<file path="config.mk">
export PLATFORM = sky130hd
export DESIGN_NAME = i2c_tx_engine
export DESIGN_NICKNAME = d
export VERILOG_FILES = /design/src/rtl/i2c_tx_engine.sv
export SDC_FILE = /design/constraint.sdc
export NUM_CORES = 1
export LEC_CHECK = 0
export BUFFER_PORTS_ARGS = -buffer_cell sky130_fd_sc_hd__buf_2
export CAP_MARGIN = 25
export CORE_UTILIZATION = 35
export CTS_BUF_LIST = sky130_fd_sc_hd__clkbuf_8 sky130_fd_sc_hd__clkbuf_16
export CTS_CLUSTER_DIAMETER = 100
export DETAILED_ROUTE_END_ITERATION = 10
export PLACE_DENSITY = 0.6
export SLEW_MARGIN = 20
export SYNTH_ARGS = -nofsm -noshare
export SYNTH_HDL_FRONTEND = slang
export SYNTH_SLANG_ARGS = --single-unit
</file>
<file path="constraint.sdc">
create_clock -name clock -period 4.5 [get_ports clock]
set_input_delay 0.9 -clock clock [delete_from_list [all_inputs] [get_ports clock]]
set_output_delay 0.9 -clock clock [all_outputs]
set_load 0.02 [all_outputs]
</file>
<file path="src/rtl/i2c_tx_engine.sv">
// I2C transmit engine: pops one DWIDTH-bit word from a TX FIFO and sends it
// as a single START / bytes / STOP transaction, MSB first, checking the ACK
// after every byte. SCL and SDA are open-drain style drives (1 = release).
module i2c_tx_engine #(
    parameter int DWIDTH = 32,
    parameter int DIV    = 4
) (
    input  logic              clock,
    input  logic              reset,
    input  logic              enable,
    input  logic              f_empty,
    input  logic [DWIDTH-1:0] fifo_data,
    output logic              rd_en,
    output logic              scl_out,
    output logic              sda_out,
    input  logic              sda_in,
    output logic              busy,
    output logic              nack,
    input  logic              nack_clr
);

    localparam int BYTES  = DWIDTH / 8;
    localparam int DIV_W  = (DIV > 1) ? $clog2(DIV) : 1;
    localparam int BYTE_W = $clog2(BYTES + 1);

    localparam logic [DIV_W-1:0]  DIV_LAST   = DIV_W'(DIV - 1);
    localparam logic [BYTE_W-1:0] BYTES_INIT = BYTE_W'(BYTES);
    localparam logic [BYTE_W-1:0] BYTE_ONE   = BYTE_W'(1);

    typedef enum logic [2:0] {
        IDLE,
        POP,
        LOAD,
        START,
        BIT,
        ACK,
        STOP
    } state_t;

    state_t             state;
    state_t             state_next;
    logic [DIV_W-1:0]   div_cnt;
    logic [1:0]         phase;
    logic [2:0]         bit_cnt;
    logic [BYTE_W-1:0]  byte_cnt;
    logic [DWIDTH-1:0]  shift_reg;
    logic               div_last;
    logic               state_done;
    logic               nack_set;

    assign div_last = (div_cnt == DIV_LAST);

    // State register; reset drops straight to IDLE, abandoning any word in flight
    always_ff @(posedge clock or negedge reset) begin
        if (!reset) begin
            state <= IDLE;
        end else begin
            state <= state_next;
        end
    end

    // Next-state and bus drive; outputs decode from state so reset takes effect at once
    always_comb begin
        state_next = state;
        rd_en      = 1'b0;
        scl_out    = 1'b1;
        sda_out    = 1'b1;
        busy       = 1'b1;
        state_done = 1'b0;
        nack_set   = 1'b0;
        case (state)
            IDLE: begin
                busy = 1'b0;
                if (enable && !f_empty) begin
                    state_next = POP;
                end
            end
            POP: begin
                rd_en      = 1'b1;
                state_next = LOAD;
            end
            LOAD: begin
                state_next = START;
            end
            START: begin
                sda_out    = (phase == 2'd0);
                state_done = div_last && (phase == 2'd1);
                if (state_done) begin
                    state_next = BIT;
                end
            end
            BIT: begin
                scl_out    = (phase == 2'd1);
                sda_out    = shift_reg[DWIDTH-1];
                state_done = div_last && (phase == 2'd1);
                if (state_done && (bit_cnt == 3'd0)) begin
                    state_next = ACK;
                end
            end
            ACK: begin
                scl_out    = (phase == 2'd1);
                state_done = div_last && (phase == 2'd1);
                if (state_done) begin
                    if (sda_in) begin
                        nack_set   = 1'b1;
                        state_next = STOP;
                    end else if (byte_cnt == BYTE_ONE) begin
                        state_next = STOP;
                    end else begin
                        state_next = BIT;
                    end
                end
            end
            STOP: begin
                scl_out    = (phase != 2'd0);
                sda_out    = (phase == 2'd2);
                state_done = div_last && (phase == 2'd2);
                if (state_done) begin
                    state_next = IDLE;
                end
            end
            default: begin
                state_next = IDLE;
            end
        endcase
    end

    // Half-period timer: div_cnt paces each half, phase selects the half within a state
    always_ff @(posedge clock or negedge reset) begin
        if (!reset) begin
            div_cnt <= '0;
            phase   <= 2'd0;
        end else if (state inside {START, BIT, ACK, STOP}) begin
            if (div_last) begin
                div_cnt <= '0;
                phase   <= state_done ? 2'd0 : phase + 2'd1;
            end else begin
                div_cnt <= div_cnt + 1'b1;
            end
        end else begin
            div_cnt <= '0;
            phase   <= 2'd0;
        end
    end

    // Word shifter and bit/byte bookkeeping; shifting at slot end moves SDA on the next low half
    always_ff @(posedge clock or negedge reset) begin
        if (!reset) begin
            shift_reg <= '0;
            bit_cnt   <= 3'd0;
            byte_cnt  <= '0;
        end else begin
            case (state)
                LOAD: begin
                    shift_reg <= fifo_data;
                    byte_cnt  <= BYTES_INIT;
                    bit_cnt   <= 3'd7;
                end
                BIT: begin
                    if (state_done) begin
                        shift_reg <= {shift_reg[DWIDTH-2:0], 1'b0};
                        if (bit_cnt != 3'd0) begin
                            bit_cnt <= bit_cnt - 3'd1;
                        end
                    end
                end
                ACK: begin
                    if (state_done) begin
                        if (sda_in) begin
                            byte_cnt <= '0;
                        end else begin
                            byte_cnt <= byte_cnt - 1'b1;
                            if (byte_cnt != BYTE_ONE) begin
                                bit_cnt <= 3'd7;
                            end
                        end
                    end
                end
                default: begin
                end
            endcase
        end
    end

    // Sticky NACK flag; a new NACK outranks a simultaneous clear
    always_ff @(posedge clock or negedge reset) begin
        if (!reset) begin
            nack <= 1'b0;
        end else if (nack_set) begin
            nack <= 1'b1;
        end else if (nack_clr) begin
            nack <= 1'b0;
        end
    end

endmodule
</file>
==> summary.md <==
| Metric | Value |
|---|---|
| Starting Density | 36.9% |
| Crit path max-delay family | simple AND/OR/NAND/NOR gates |
| HPWL Detailed | 3.47 mm |
| Final worst-path cycle share | 67.7% |
| Setup Viol. Count Final | 0 |
| Pwr dens | 275 nW/um^2 |
| Largest net degree at the start of global routing | 40 |
| Drt first pass iters | 7 |
| Area of the multi-input gates | roughly 1100 sq um |
| Hold Fails Final Rpt | 0 |
| Async set-reset flop share out of synthesis | 100% |
| Pre-CTS WS | about 1.6 ns |
| Fin. max-slew vios | 0 |
| Die Span X | 84.5 um |
| Most frequent cells in the layout | 68 x nand2_1, 46 x dfrtp_1, 42 x buf_2 |
| Switching part of the total | 21.6% |
| GR Overflow Total | 0 |
| Number of global-route vias before repair | 1974 |
| Net switching power | between 0.15 and 0.2 mW |
| Critical-path maximum fanout | 21 |
| GRT Util Overall | 15.6% |
| Slowest cell on crit path | dfrtp_1 |
| Die Footprint | approximately 7100 sq um |
| Combinational share of power | 3.7% |
| Max reg flops | 32 |
| Critical-path cell list | or3b_1 -> nor2_1 -> a21oi_1 -> buf_2 |
| Tot Pwr | between 0.7 and 0.8 mW |
| Maximum vdd drop | 0.109 mV |
| P&R area growth vs syn | 15.6% |
| H-tree depth | 2 |
| Buffers on Ports | 42 |
| Clock Tree Buf Depth | 2 |
| Status | complete, but fails checks |
| WS Path Type | reg -> out |
| Synth Net Count | 328 |
| Register area | 1150 sq um |
| CTS clock-pin slew for the worst setup and hold paths | 0.09 ns |
| Post-CTS setup buffers | 0 |
| EDFF count, synth | 0 |
| Minimum clock period | 3.04 ns |
| Synth Flop Type | dfrtp_1 |
| Skew final | 0.00545 ns |
| Routed len/inst | 12.9 um |
| Commonest non-fill, non-tap cell in the layout | nand2_1 |
| Synthesized cell area | 2380 sq um |
| GPL Wtd Cong | 0.803 |
| Int Power | 0.594 mW |
| Synthesized instance count | 282 |
| Layout Nets | 363 |
| Root Driver | clkbuf_8 |
| Setup TNS | 0 ns |
| Finished Cell Area | 2760 sq um |
| Antenna cells | 0 |
| Seq/Total Area, Yosys | 48.3% |
| Sequential power share | 54.5% |
| Placed cell area | 2650 sq um |
| RSZ-0062 raised after global routing | no |
| Post-CTS resize count | 0 |
| Synth top area share | 48.3% |
| Residual DRC | 8 |
| Min setup slack post-route | 1.46 ns |
| Failing checks | design-rule violations |
| Hold WS | 0.445 ns |
| Buffer and inverter count on the worst path | 1 |
| Flops & latches, synth | 46 |
| Filler cells | 677 |
| Crit path required time | 3.60 ns |
| Global-route wire length before repair | about 9 mm |
| Drt initial violations | 124 |
| Slew Limit Headroom | 41.3% |
| Die Height | 84.5 um |
| Lkg Pwr | 1.31 nW |
| CTS tree | yes |
| Non-Filler Instances | 395 |
| Fmax achieved | roughly 0.33 GHz |
| Vias | 2021 |
| CTS Buf Count | 5 |
| Count of cell types in the netlist | 35 |
| Final design utilization | 42.7% |
| Ratio of cells with drive above 1 in the final layout | 19.2% |
| Critical path's largest stage delay | 0.70 ns |
| Max-Cap Viols | 0 |
| Final ANT Viol Nets | 0 |
| Placed cell count | 387 |
| Synth Area per Inst | approximately 8.5 sq um |
| WP data arrival | between 2 and 2.5 ns |
| Final wirelength | 5.11 mm |
| Yosys top cell by area | dfrtp_1 |
| Initial antenna violation count | 0 |
| Sink Count | 46 |
| CP Capture Type | output pin |
| CORE AREA | 6460 sq um |
| Std cell rows | 29 |
| Synth warnings | 0 |
| Worst Tran Pin Value | 0.877 ns |
| Hold-fix buffers, CTS | 0 |
| I/O pins | 43 |
| Clock share of power | 41.8% |
| Top post-synthesis cells by area | dfrtp_1 48%, nand2_1 11%, a31oi_1 8.4% |
| Crit start category | flip-flop |
| Via density | 5.12 |
| Hold/Removal Path Class | reg -> reg |
| Clock Latency Late Sink | 0.30 ns |
==> cells by family (layout without fill, tap and decap cells) <==
kind of cell	after synthesis	in the layout	share of synthesized area, %
AOI/OAI and AO/OA	63	63	16.7
xor gates and xnor gates	1	1	0.367
adders and majority gates	8	8	4.20
buffers and inverters	29	65	5.82
DFF	46	46	48.3
muxes	2	2	0.839
and+or+nand+nor	133	133	23.8
==> per-layer routing <==
layer	share of wire, %	vias to the layer above	wire [um]	global-route usage [%]
met4	0.94	0	48	5.08
li1	-	1032	-	-
met5	0	-	0	0
met3	4.5	4	230	2.85
met1	49	942	2510	21.6
met2	45	43	2320	24.8
==> worst register-to-register path, stage by stage, from the launching register on <==
cell and delay, ns:
dfrtp_1 0.70, or3b_1 0.71, o21ai_4 0.81, buf_4 0.32, nor2_1 0.05, a31oi_1 0.16
==> final timing paths <==
kind                                 startpoint                         to  cells past startpoint  slack [ns]
hold / removal             div_cnt[0]$_DFF_PN0_       div_cnt[0]$_DFF_PN0_                      1        0.45
setup / recovery           state[2]$_DFFE_PN0P_                    sda_out                      4        1.46
setup reg to reg           state[2]$_DFFE_PN0P_   shift_reg[6]$_DFFE_PN0P_                      5        1.67
hold reg to reg            div_cnt[0]$_DFF_PN0_       div_cnt[0]$_DFF_PN0_                      1        0.45
min in group asynchronous                 reset    byte_cnt[1]$_DFFE_PN0P_                      1        0.53
max in group asynchronous                 reset  shift_reg[11]$_DFFE_PN0P_                      2        3.48
==> layout make-up <==
cell class                      count  share of cell area (%)
Clock buffer                        5                    2.50
Clock inverter                      3                    1.59
Inverter                           10                    1.36
Multi-Input combinational cell    207                    39.9
Sequential cell                    46                    41.7
Tap cell                           77                    3.49
Timing Repair Buffer               47                    9.44
==> power by group through the flow <==
stage | Clock, mW | Sequential [mW] | Combinational, mW
finish | 0.316 | 0.413 | 0.0280
global route | 0.341 | 0.413 | 0.0321
CTS | 0.327 | 0.413 | 0.0293
detailed placement | 0 | 0.421 | 0.0291
global placement | 0 | 0.421 | 0.0272
floorplan | 0 | 0.421 | 0.00164
==> synth_stat cells (2+ instances only) <==
master     n
nor2_1    39
nand3_1    2
dfrtp_1   46
ha_1       8
inv_1     10
buf_6      3
buf_2      6
nor2b_1    3
nand2b_1   4
nand2_1   68
a21oi_1    9
o31ai_1    4
nor3_1     3
or2_2      3
o21ai_0    7
a31oi_1   32
and3_1     2
clkbuf_1   9
nor3b_1    3
o22ai_1    5
mux2i_1    2
No activity file was read; power rests on OpenSTA's default activity.
